==> src/rtl/gps_ca_pkg.sv <==
// Shared definitions for the multi-channel GPS C/A generator: register map, LFSR taps, FSM states.
// The continuous/epoch feature is controlled by the macro GPS_CA_CONTINUOUS_EN.
package gps_ca_pkg;

    localparam int REG_CTRL    = 'h00;
    localparam int REG_STATUS  = 'h04;
    localparam int REG_CH_CFG  = 'h10;
    localparam int REG_CH_CODE = 'h40;
    localparam int REG_EPOCH   = 'h80;

    // Stage sN lives in bit N-1; masks select the feedback stages
    localparam logic [9:0] G1_FB_MASK = 10'h204;
    localparam logic [9:0] G2_FB_MASK = 10'h3A6;
    localparam logic [9:0] LFSR_SEED  = 10'h3FF;

    localparam int              TAP_W   = 4;
    localparam logic [TAP_W-1:0] TAP_MAX = 4'd9;

    typedef enum logic [1:0] {
        IDLE = 2'd0,
        LOAD = 2'd1,
        RUN  = 2'd2
    } state_t;

    function automatic logic [TAP_W-1:0] clamp_tap(input logic [TAP_W-1:0] v);
        return (v > TAP_MAX) ? TAP_MAX : v;
    endfunction

endpackage

==> src/rtl/gps_ca_chan.sv <==
// One C/A code channel: G1/G2 LFSRs, programmable G2 tap pair and code capture register.
// With GPS_CA_CONTINUOUS_EN it also tracks the 1023-chip epoch and counts epochs.
module gps_ca_chan
    import gps_ca_pkg::*;
#(
    parameter int CODE_BITS = 32
) (
    input  logic                 clk,
    input  logic                 rst,
    input  logic                 load,
    input  logic                 step,
    input  logic [TAP_W-1:0]     tap1,
    input  logic [TAP_W-1:0]     tap2,
    output logic [CODE_BITS-1:0] code,
    output logic [15:0]          epoch,
    output logic                 wrap
);

    logic [9:0]  g1, g2, g1_nx, g2_nx;
    logic [15:0] g2_ext;
    logic        chip;

    assign g2_ext = {6'd0, g2};
    assign chip   = g1[9] ^ g2_ext[tap1] ^ g2_ext[tap2];
    assign g1_nx  = {g1[8:0], ^(g1 & G1_FB_MASK)};
    assign g2_nx  = {g2[8:0], ^(g2 & G2_FB_MASK)};

`ifdef GPS_CA_CONTINUOUS_EN
    logic [10:0] idx;

    always_ff @(posedge clk or posedge rst) begin
        if (rst) begin
            g1    <= LFSR_SEED;
            g2    <= LFSR_SEED;
            code  <= '0;
            idx   <= '0;
            epoch <= '0;
            wrap  <= 1'b0;
        end else begin
            wrap <= 1'b0;
            if (load) begin
                g1    <= LFSR_SEED;
                g2    <= LFSR_SEED;
                code  <= '0;
                idx   <= '0;
                epoch <= '0;
            end else if (step) begin
                code <= (code << 1) | CODE_BITS'(chip);
                // Chip 1022 is the last of the epoch: restart both registers from the seed
                if (idx == 11'd1022) begin
                    g1   <= LFSR_SEED;
                    g2   <= LFSR_SEED;
                    idx  <= '0;
                    wrap <= 1'b1;
                    if (epoch != 16'hFFFF)
                        epoch <= epoch + 16'd1;
                end else begin
                    g1  <= g1_nx;
                    g2  <= g2_nx;
                    idx <= idx + 11'd1;
                end
            end
        end
    end
`else
    always_ff @(posedge clk or posedge rst) begin
        if (rst) begin
            g1   <= LFSR_SEED;
            g2   <= LFSR_SEED;
            code <= '0;
        end else if (load) begin
            g1   <= LFSR_SEED;
            g2   <= LFSR_SEED;
            code <= '0;
        end else if (step) begin
            code <= (code << 1) | CODE_BITS'(chip);
            g1   <= g1_nx;
            g2   <= g2_nx;
        end
    end

    assign epoch = '0;
    assign wrap  = 1'b0;
`endif

endmodule

==> src/rtl/gps_ca_multichan.sv <==
// Multi-channel GPS C/A generator with register slave, run FSM and chip counter.
// Continuous mode, EPOCH registers and irq_o exist only with GPS_CA_CONTINUOUS_EN.
module gps_ca_multichan
    import gps_ca_pkg::*;
#(
    parameter int NUM_CH    = 4,
    parameter int CODE_BITS = 32,
    parameter int ADDR_W    = 8
) (
    input  logic              clk_i,
    input  logic              rst_i,
    input  logic              chip_en_i,
    input  logic              reg_wr_i,
    input  logic              reg_rd_i,
    input  logic [ADDR_W-1:0] reg_addr_i,
    input  logic [31:0]       reg_wdata_i,
    output logic [31:0]       reg_rdata_o,
    output logic              reg_rvalid_o,
    output logic              irq_o,
    output logic [1:0]        dbg_state_o
);

    localparam int CW = $clog2(CODE_BITS + 1);

    state_t               state, state_n;
    logic [CW-1:0]        chip_cnt;
    logic [NUM_CH-1:0]    mask, wrap;
    logic [7:0]           cfg   [NUM_CH];
    logic [CODE_BITS-1:0] code  [NUM_CH];
    logic [15:0]          epoch [NUM_CH];
    logic                 done, busy, ctrl_wr, start_wr, last_chip;
    logic                 load, run_step, set_done, cont_run, cont_req;
    logic [31:0]          rd_mux;

    assign busy        = (state != IDLE);
    assign ctrl_wr     = reg_wr_i && (reg_addr_i == ADDR_W'(REG_CTRL));
    assign start_wr    = ctrl_wr && reg_wdata_i[0];
    assign last_chip   = (chip_cnt == CW'(CODE_BITS - 1));
    assign dbg_state_o = state;

    always_comb begin
        state_n  = state;
        load     = 1'b0;
        run_step = 1'b0;
        set_done = 1'b0;
        case (state)
            IDLE: if (start_wr) state_n = LOAD;
            LOAD: begin
                load    = 1'b1;
                state_n = RUN;
            end
            RUN: if (chip_en_i) begin
                run_step = 1'b1;
                if (cont_run) begin
                    if (!cont_req) state_n = IDLE;
                end else if (last_chip) begin
                    state_n  = IDLE;
                    set_done = 1'b1;
                end
            end
            default: state_n = IDLE;
        endcase
    end

    always_ff @(posedge clk_i or posedge rst_i) begin
        if (rst_i) begin
            state    <= IDLE;
            chip_cnt <= '0;
            done     <= 1'b0;
        end else begin
            state <= state_n;
            if (load)
                chip_cnt <= '0;
            else if (run_step && !cont_run)
                chip_cnt <= chip_cnt + CW'(1);
            if (state == IDLE && start_wr)
                done <= 1'b0;
            else if (set_done)
                done <= 1'b1;
        end
    end

    // Configuration is frozen while a run is in progress
    always_ff @(posedge clk_i or posedge rst_i) begin
        if (rst_i) begin
            mask <= '0;
            for (int ch = 0; ch < NUM_CH; ch++) cfg[ch] <= '0;
        end else if (reg_wr_i && !busy) begin
            if (ctrl_wr) mask <= reg_wdata_i[8 +: NUM_CH];
            for (int ch = 0; ch < NUM_CH; ch++)
                if (reg_addr_i == ADDR_W'(REG_CH_CFG + 4 * ch))
                    cfg[ch] <= {clamp_tap(reg_wdata_i[7:4]), clamp_tap(reg_wdata_i[3:0])};
        end
    end

`ifdef GPS_CA_CONTINUOUS_EN
    // cont_req is the live CTRL[1]; cont_run latches the mode chosen at start
    always_ff @(posedge clk_i or posedge rst_i) begin
        if (rst_i) begin
            cont_req <= 1'b0;
            cont_run <= 1'b0;
        end else begin
            if (ctrl_wr) cont_req <= reg_wdata_i[1];
            if (state == IDLE) cont_run <= start_wr && reg_wdata_i[1];
        end
    end
`else
    assign cont_req = 1'b0;
    assign cont_run = 1'b0;
`endif

    for (genvar ch = 0; ch < NUM_CH; ch++) begin : g_chan
        gps_ca_chan #(.CODE_BITS(CODE_BITS)) u_chan (
            .clk   (clk_i),
            .rst   (rst_i),
            .load  (load),
            .step  (run_step && mask[ch]),
            .tap1  (cfg[ch][3:0]),
            .tap2  (cfg[ch][7:4]),
            .code  (code[ch]),
            .epoch (epoch[ch]),
            .wrap  (wrap[ch])
        );
    end

    assign irq_o = |wrap;

    // Read strobe is sampled on a clock edge; data and a one-cycle rvalid follow on the next edge
    always_comb begin
        rd_mux = '0;
        if (reg_addr_i == ADDR_W'(REG_CTRL)) begin
            rd_mux[8 +: NUM_CH] = mask;
            rd_mux[1]           = cont_req;
        end
        if (reg_addr_i == ADDR_W'(REG_STATUS))
            rd_mux = {30'd0, done, busy};
        for (int ch = 0; ch < NUM_CH; ch++) begin
            if (reg_addr_i == ADDR_W'(REG_CH_CFG + 4 * ch))  rd_mux = {24'd0, cfg[ch]};
            if (reg_addr_i == ADDR_W'(REG_CH_CODE + 4 * ch)) rd_mux = 32'(code[ch]);
            if (reg_addr_i == ADDR_W'(REG_EPOCH + 4 * ch))   rd_mux = {16'd0, epoch[ch]};
        end
    end

    always_ff @(posedge clk_i or posedge rst_i) begin
        if (rst_i) begin
            reg_rdata_o  <= '0;
            reg_rvalid_o <= 1'b0;
        end else begin
            reg_rvalid_o <= reg_rd_i;
            reg_rdata_o  <= reg_rd_i ? rd_mux : 32'd0;
        end
    end

endmodule
==> config.mk <==
export PLATFORM = sky130hd
export DESIGN_NAME = gps_ca_multichan
export DESIGN_NICKNAME = d
export VERILOG_FILES = /design/src/rtl/gps_ca_pkg.sv /design/src/rtl/gps_ca_chan.sv /design/src/rtl/gps_ca_multichan.sv
export SDC_FILE = /design/constraint.sdc
export NUM_CORES = 1
export LEC_CHECK = 0
export ABC_AREA = 0
export BUFFER_PORTS_ARGS = -buffer_cell sky130_fd_sc_hd__buf_2
export CAP_MARGIN = 0
export CORE_MARGIN = 4
export CORE_UTILIZATION = 27
export DETAILED_ROUTE_END_ITERATION = 6
export PLACE_DENSITY = 0.52
export SYNTH_ARGS = -nofsm -noshare
export SYNTH_HDL_FRONTEND = slang
export SYNTH_SLANG_ARGS = --single-unit
export TNS_END_PERCENT = 1
==> constraint.sdc <==
create_clock -name clk_i -period 14.2 [get_ports clk_i]
set_input_delay 4.26 -clock clk_i [delete_from_list [all_inputs] [get_ports clk_i]]
set_output_delay 4.26 -clock clk_i [all_outputs]
set_load 0.03 [all_outputs]
## Word level (Yosys, flattened, before mapping)

Cells that the tools add are included.

| storage, ports and cells | value |
|---|---|
| RAM bits | 0 |
| logic and storage cells | 167 |
| bits in latches | 0 |
| bits in registers | 286 |
| memories kept | 0 |
| memory bits (read-only) | 0 |

| operators by class | value |
|---|---|
| muxes and demuxes | 71 |
| equality and inequality tests | 19 |
| bitwise gates (word level) | 12 |
| reductions and logical operators | 32 |
| add/sub/neg operators | 1 |
| shifts and indexed selects | 0 |
| $lt $le $gt $ge | 10 |
| div/mod/pow operators | 0 |
| multipliers | 0 |

Operators by type and width:

| operator | count |
|---|---|
| 2-to-1 mux 32 bit | 21 |
| 2-to-1 mux 10 bit | 16 |
| bitwise OR 32 x 1 -> 32 bit | 4 |
| parity 10 bit | 8 |
| less-than comparator 4 x 5 -> 1 bit, second input constant | 8 |
| binary-select mux 1 bit (select 4 bit) | 8 |
| == test 8 x 5 -> 1 bit, second input constant | 4 |
| == test 8 x 7 -> 1 bit, second input constant | 4 |
| == test 8 bit, second input constant | 4 |
| 2-to-1 mux 1 bit | 16 |
| nonzero test 2 bit | 7 |
| 2-to-1 mux 12 bit | 1 |
| 2-to-1 mux 4 bit | 3 |
| 2-to-1 mux 6 bit | 2 |
| AND reduction 2 bit | 5 |
| == test 8 x 3 -> 1 bit, second input constant | 1 |
| greater-than comparator 4 bit, second input constant | 2 |
| logical AND 1 bit | 8 |
| zero test 8 bit | 1 |
| XOR 1 bit | 8 |
| adder 6 x 1 -> 6 bit, second input constant | 1 |
| == test 6 x 5 -> 1 bit, second input constant | 1 |
| 2-to-1 mux 2 bit | 3 |
| inequality test 2 bit, second input constant | 3 |
| 6 further kinds | 6 |

## Depth between registers and ports, before layout

| logic depth | value |
|---|---|
| word-level depth | 16 |
| gate-level depth with buffers | 8 |
| gate-level depth less buffers | 6 |

## Modules after synthesis

From an unflattened synthesis, not the netlist that was laid out.

| second synthesis, totals | value |
|---|---|
| cells, all modules | 1,468 |
| area, all modules | 15,413.5 sq um |

By module, submodules not included:

| module | cells each | times used | area an instance (sq um) |
|---|---|---|---|
| gps_ca_chan | 228 | 4 | 2,553.7 |
| gps_ca_multichan | 556 | 1 | 5,198.7 |

## Least setup slack after synthesis

OpenSTA, ideal clock, no wires.

| timing | value |
|---|---|
| path kind | input to register |
| from | in reg_addr_i[5] |
| to | reg reg_rdata_o[2] |
| required time | 14.134 ns |
| arrival time | 5.733 ns |
| slack | 8.401 ns |
| path buffers | 2 |
| cell stages on the path | 8 |
| cell sequence | buf_6 > or4b_1 > buf_6 > nor3_4 > o21a_4 > o221ai_1 > o21ai_1 > and3_1 |

| on the way | value |
|---|---|
| cells in the longest elaborated chain, start to end | 14 |
| elaborated cells on any way between the ends | 25 |

RTL lines:

| element | RTL line | RTL |
|---|---|---|
| from (decl) | gps_ca_multichan.sv:15 | `input logic [ADDR_W-1:0] reg_addr_i,` |
| == test 8 x 5 -> 1 bit | gps_ca_multichan.sv:138 | `if (reg_addr_i == ADDR_W'(REG_CH_CFG + 4 * ch)) rd_mux = {24'd0, cfg[ch]};` |
| 2-to-1 mux 32 bit | gps_ca_multichan.sv:138 |  |
| 2-to-1 mux 32 bit | gps_ca_multichan.sv:139 | `if (reg_addr_i == ADDR_W'(REG_CH_CODE + 4 * ch)) rd_mux = 32'(code[ch]);` |
| 2-to-1 mux 32 bit | gps_ca_multichan.sv:140 | `if (reg_addr_i == ADDR_W'(REG_EPOCH + 4 * ch)) rd_mux = {16'd0, epoch[ch]};` |
| 2-to-1 mux 32 bit | gps_ca_multichan.sv:138 |  |
| 2-to-1 mux 32 bit | gps_ca_multichan.sv:139 |  |
| 2-to-1 mux 32 bit | gps_ca_multichan.sv:140 |  |
| 2-to-1 mux 32 bit | gps_ca_multichan.sv:138 |  |
| 2-to-1 mux 32 bit | gps_ca_multichan.sv:139 |  |
| 2-to-1 mux 32 bit | gps_ca_multichan.sv:140 |  |
| 2-to-1 mux 32 bit | gps_ca_multichan.sv:138 |  |
| 2-to-1 mux 32 bit | gps_ca_multichan.sv:139 |  |
| 2-to-1 mux 32 bit * | gps_ca_multichan.sv:140 |  |
| 2-to-1 mux 32 bit * | gps_ca_multichan.sv:150 | `reg_rdata_o <= reg_rd_i ? rd_mux : 32'd0;` |
| to (signal assigned) | gps_ca_multichan.sv:150 |  |
| to (decl) | gps_ca_multichan.sv:17 | `output logic [31:0] reg_rdata_o,` |

Every way passes the cells marked *; elsewhere a longest branch is shown, timed or not.
A chain may end at the register's enable or synchronous reset.

## Worst setup path in the final report

| timing | value |
|---|---|
| from | in reg_addr_i[2] |
| to | reg cfg[23] in the netlist's numbering |

| on the way | value |
|---|---|
| cells in the longest elaborated chain, start to end | 2 |

RTL lines:

| element | RTL line | RTL |
|---|---|---|
| == test 8 x 5 -> 1 bit | gps_ca_multichan.sv:91 | `if (reg_addr_i == ADDR_W'(REG_CH_CFG + 4 * ch))` |
| AND reduction 2 bit (no source line) | - |  |
| to (signal, indexed assignment) | gps_ca_multichan.sv:92 | `cfg[ch] <= {clamp_tap(reg_wdata_i[7:4]), clamp_tap(reg_wdata_i[3:0])};` |
| to (decl) | gps_ca_multichan.sv:28 | `logic [7:0] cfg [NUM_CH];` |

No other way between the ends.

==> flow_metrics.py <==
metrics = {
    "outcome": {
        "outcome": "complete, no violations",
    },
    "finish": {
        "stdcell_count": 2153,
        "layout.cells.most_common_list": "nand2_1, dfrtp_1, o21ai_0, nand3_1, dfstp_2",
        "number_of_fill_cells": 5119,
        "nets": 1509,
        "layout_cell_share_with_drive_strength_beyond_1_pct": 17.0,
        "final_common_cell": "nand2_1",
        "area_growth_pct": 14.0,
    },
    "sta": {
        "setup_viol": 0,
        "finalClockSkew_ns": 0.0227,
        "slew_headroom_pct": 17.9,
        "max_clock_freq_mhz": 155,
        "timing.final.crit_period_ns": 6.46,
        "timing.final.crit_share_pct": 45.5,
        "tightest_slew_ns": 1.23,
        "hold-worst-slack_ns": 0.436,
        "final.setup.tns_ns": 0,
        "grt_setup_unrepaired": "no",
        "hold_viol": 0,
        "drv_slew": 0,
    },
    "worst_setup_path": {
        "cp_data_arrival_time_ns": 6.92,
        "r2r_start": "dbg_state_o[0]",
        "crit-reg2reg-capture": "g_chan[3].u_chan.g1[0]",
        "worstPathBufferInverterCount": 2,
        "start_kind": "input pin",
        "worstPathCellList": "buf_2, buf_4, and2_1, nand2_1, mux2_2",
        "endpoint_kind": "flip-flop",
        "worst-endpoint-required_ns": 14.66,
        "cell_family_with_the_largest_share_of_critical_path_delay": "simple AND/OR/NAND/NOR gates",
        "endpoint_of_the_worst_setup_timing_path": "cfg[23]",
        "timing_worst_setup_path_type": "input pin to flip-flop",
        "timing.critical_path.fanout_max": 42,
        "regToRegSetupSlack_ns": 11.62,
        "slowest_delay_ns": 1.05,
        "worst_setup_path_startpoint": "reg_addr_i[2]",
        "crit_cells": 5,
        "cp_slowest_cell": "and2_1",
        "timing.reg2reg.worst_path_depth": 5,
    },
    "placement": {
        "dpl.hpwl_microns": 22500,
        "port-buffer-count": 59,
        "finalWeightedCongestion": 0.862,
        "dp.cells": 2095,
    },
    "clock_tree": {
        "cts.htree.levels": 1,
        "cts-buffers-inserted": 30,
        "cts-hold-fix-buffers": 0,
        "clock_slew_at_the_register_clock_pins_of_the_worst_setup_and_hold_paths_ns": 0.06,
        "cts_setup_buffers": 0,
        "root_buffer": "clkbuf_16",
        "cts-root-to-sink-buffers": 3,
        "cts_tree": "yes",
        "clock_latency_ns": 0.58,
        "tritoncts_num_sinks": 286,
        "post_cts_resize_count": 0,
    },
    "synth": {
        "ys.flop_type": "dfrtp_1",
        "synth.lib_cells_used.distinct": 55,
        "synth.ff_latch_count": 286,
        "synthCells": 1466,
        "yosysSeqAreaShare_pct": 53.6,
        "synth_area_per_inst_sq_um": 9.23,
        "netlist_area_sq_um": 13500,
        "synth-async-reset-ratio_pct": 100,
        "yosysWarningCount": 0,
        "count_of_flip_flops_with_a_built_in_enable_after_synthesis": 0,
        "synth_nets": 1512,
    },
    "global_route": {
        "tot_gr_track_use_pct": 12.9,
        "grt_antenna_before_repair": 2,
        "first_pass_grt_wire_length_microns": 57500,
        "grt_pass1_vias": 10300,
        "pin_count_of_the_biggest_net_entering_global_routing": 165,
        "global_route_overflow": 0,
    },
    "routing": {
        "routedWlPerCell_microns": 16.3,
        "num_vias": 10400,
        "detail_route.vias_per_cell": 4.85,
        "detail_route.first_pass.iterations": 5,
        "wirelength_microns": 35100,
        "dr.first_iter.drc_count": 887,
        "post-route-drc-count": 0,
        "antenna_left": 0,
    },
    "power_and_ir_drop": {
        "ir_drop_uv": 77.4,
        "cellPowerDensity_nw_per_um2": 115,
        "pleak_nw": 7.12,
        "design_power_total_w": 0.00178,
    },
    "floorplanning": {
        "fp.dieW_microns": 232,
        "ios": 81,
        "die-height_microns": 232,
        "rows": 81,
        "core_region_area_sq_um": 49300,
        "starting_density_of_the_core_pct": 27.5,
        "design.die.area_sq_um": 53800,
    },
    "hold_path": {
        "hold_path_class": "flip-flop to flip-flop",
    },
    "job": {
        "timing.max_cap.violations": 0,
    },
}
-- worst min-delay path by stage --
stage | startpoint | endpoint | depth (start not counted)
finish | g_chan[1].u_chan.g1[7] | g_chan[1].u_chan.g1[8] | 2
global route | g_chan[0].u_chan.g1[4] | g_chan[0].u_chan.g1[5] | 2
CTS | g_chan[1].u_chan.g1[7] | g_chan[1].u_chan.g1[8] | 2
detailed placement | g_chan[3].u_chan.g1[3] | g_chan[3].u_chan.g1[4] | 2
global placement | g_chan[1].u_chan.g1[1] | g_chan[1].u_chan.g1[2] | 2
floorplan | g_chan[0].u_chan.g1[1] | g_chan[0].u_chan.g1[2] | 2
-- through the flow --
step                setup WS (ns)  util (%)  instance area (sq um)
global route                 7.57      31.3                  15400
CTS                          7.85      31.3                  15400
detailed placement           7.24      29.0                  14300
finish                       7.74      31.3                  15400
global placement             7.27      29.0                  14300
floorplan                    2.18         -                  13500
-- cell families (layout without fill, tap and decap cells) --
kind of cell / Yosys count / in the layout / synth area share [%]
buffers and inverters: 113 / 134 / 4.00
flip-flops: 286 / 286 / 53.6
AND/OR/NAND/NOR: 716 / 716 / 22.7
other: 1 / 3 / 0.0277
adder cells (fa/ha/maj): 1 / 1 / 0.0925
AO/OA/AOI/OAI: 248 / 248 / 10.7
multiplexers: 68 / 68 / 6.75
XOR/XNOR: 33 / 33 / 2.14
-- cell usage after synthesis, drive strengths merged (2+ instances only) --
master  instances  area share, %
nand2         450             12
dfrtp         206             38
o21ai         147            5.4
nand3         139            5.1
clkbuf         88            2.7
dfstp          80             16
nor2           61            1.7
mux2i          35            2.6
a21oi          31            1.1
xnor2          28            1.8
a221oi         19            1.2
a22oi          17           0.94
mux4           17            2.8
buf            16           0.88
mux2           16            1.3
and3           12           0.55
o22ai          12           0.55
nor3            9           0.42
inv             8           0.22
nand2b          8           0.37
and2            6           0.29
o21a            6           0.39
o221ai          6           0.39
nor4b           5           0.32
xor2            5           0.32
nand3b          4           0.22
nor2b           4           0.18
nor3b           4           0.22
a31oi           3           0.14
nor4            3           0.14
o31ai           3           0.17
and2b           2           0.11
nor4bb          2           0.15
or2             2          0.092
or3             2           0.10
-- routing by layer --
layer / vias to the layer above / wire (microns) / track usage, %
met5: - / 0 / 0
met2: 185 / 16300 / 20.8
li1: 4989 / - / -
met4: 0 / 735 / 3.33
met1: 5225 / 16600 / 18.2
met3: 39 / 1510 / 1.97
-- tightest hold or removal path: cells and delay by family (launching register included) --
family	cells	cell delay [ns]
DFF	1	0.37
and+or+nand+nor	2	0.09
-- power breakdown --
group | switching, W | internal [W]
Clock | 0.000338 | 0.000555
Sequential | 0.00000472 | 0.000821
Combinational | 0.0000431 | 0.0000137
Total | 0.000386 | 0.00139
-- state kept, by name, summed over array words and instances, names as in the netlist --
name,flops
g_chan.u_chan.g2,40
cfg,32
g_chan.u_chan.g1,40
done,1
g_chan.u_chan.code,128
chip_cnt,6
dbg_state_o,2
reg_rvalid_o,1
reg_rdata_o,32
mask,4
-- area by class of cell --
type                            count  area, sq um  area share, %
Tap cell                          664          831           5.39
Antenna cell                        2         5.00         0.0325
Timing Repair Buffer               70          390           2.53
Clock buffer                       39          866           5.62
Clock inverter                     17          269           1.74
Sequential cell                   286         7260           47.1
Inverter                            8         37.5          0.243
Multi-Input combinational cell   1067         5760           37.4
Power figures use the tool's default switching activity.
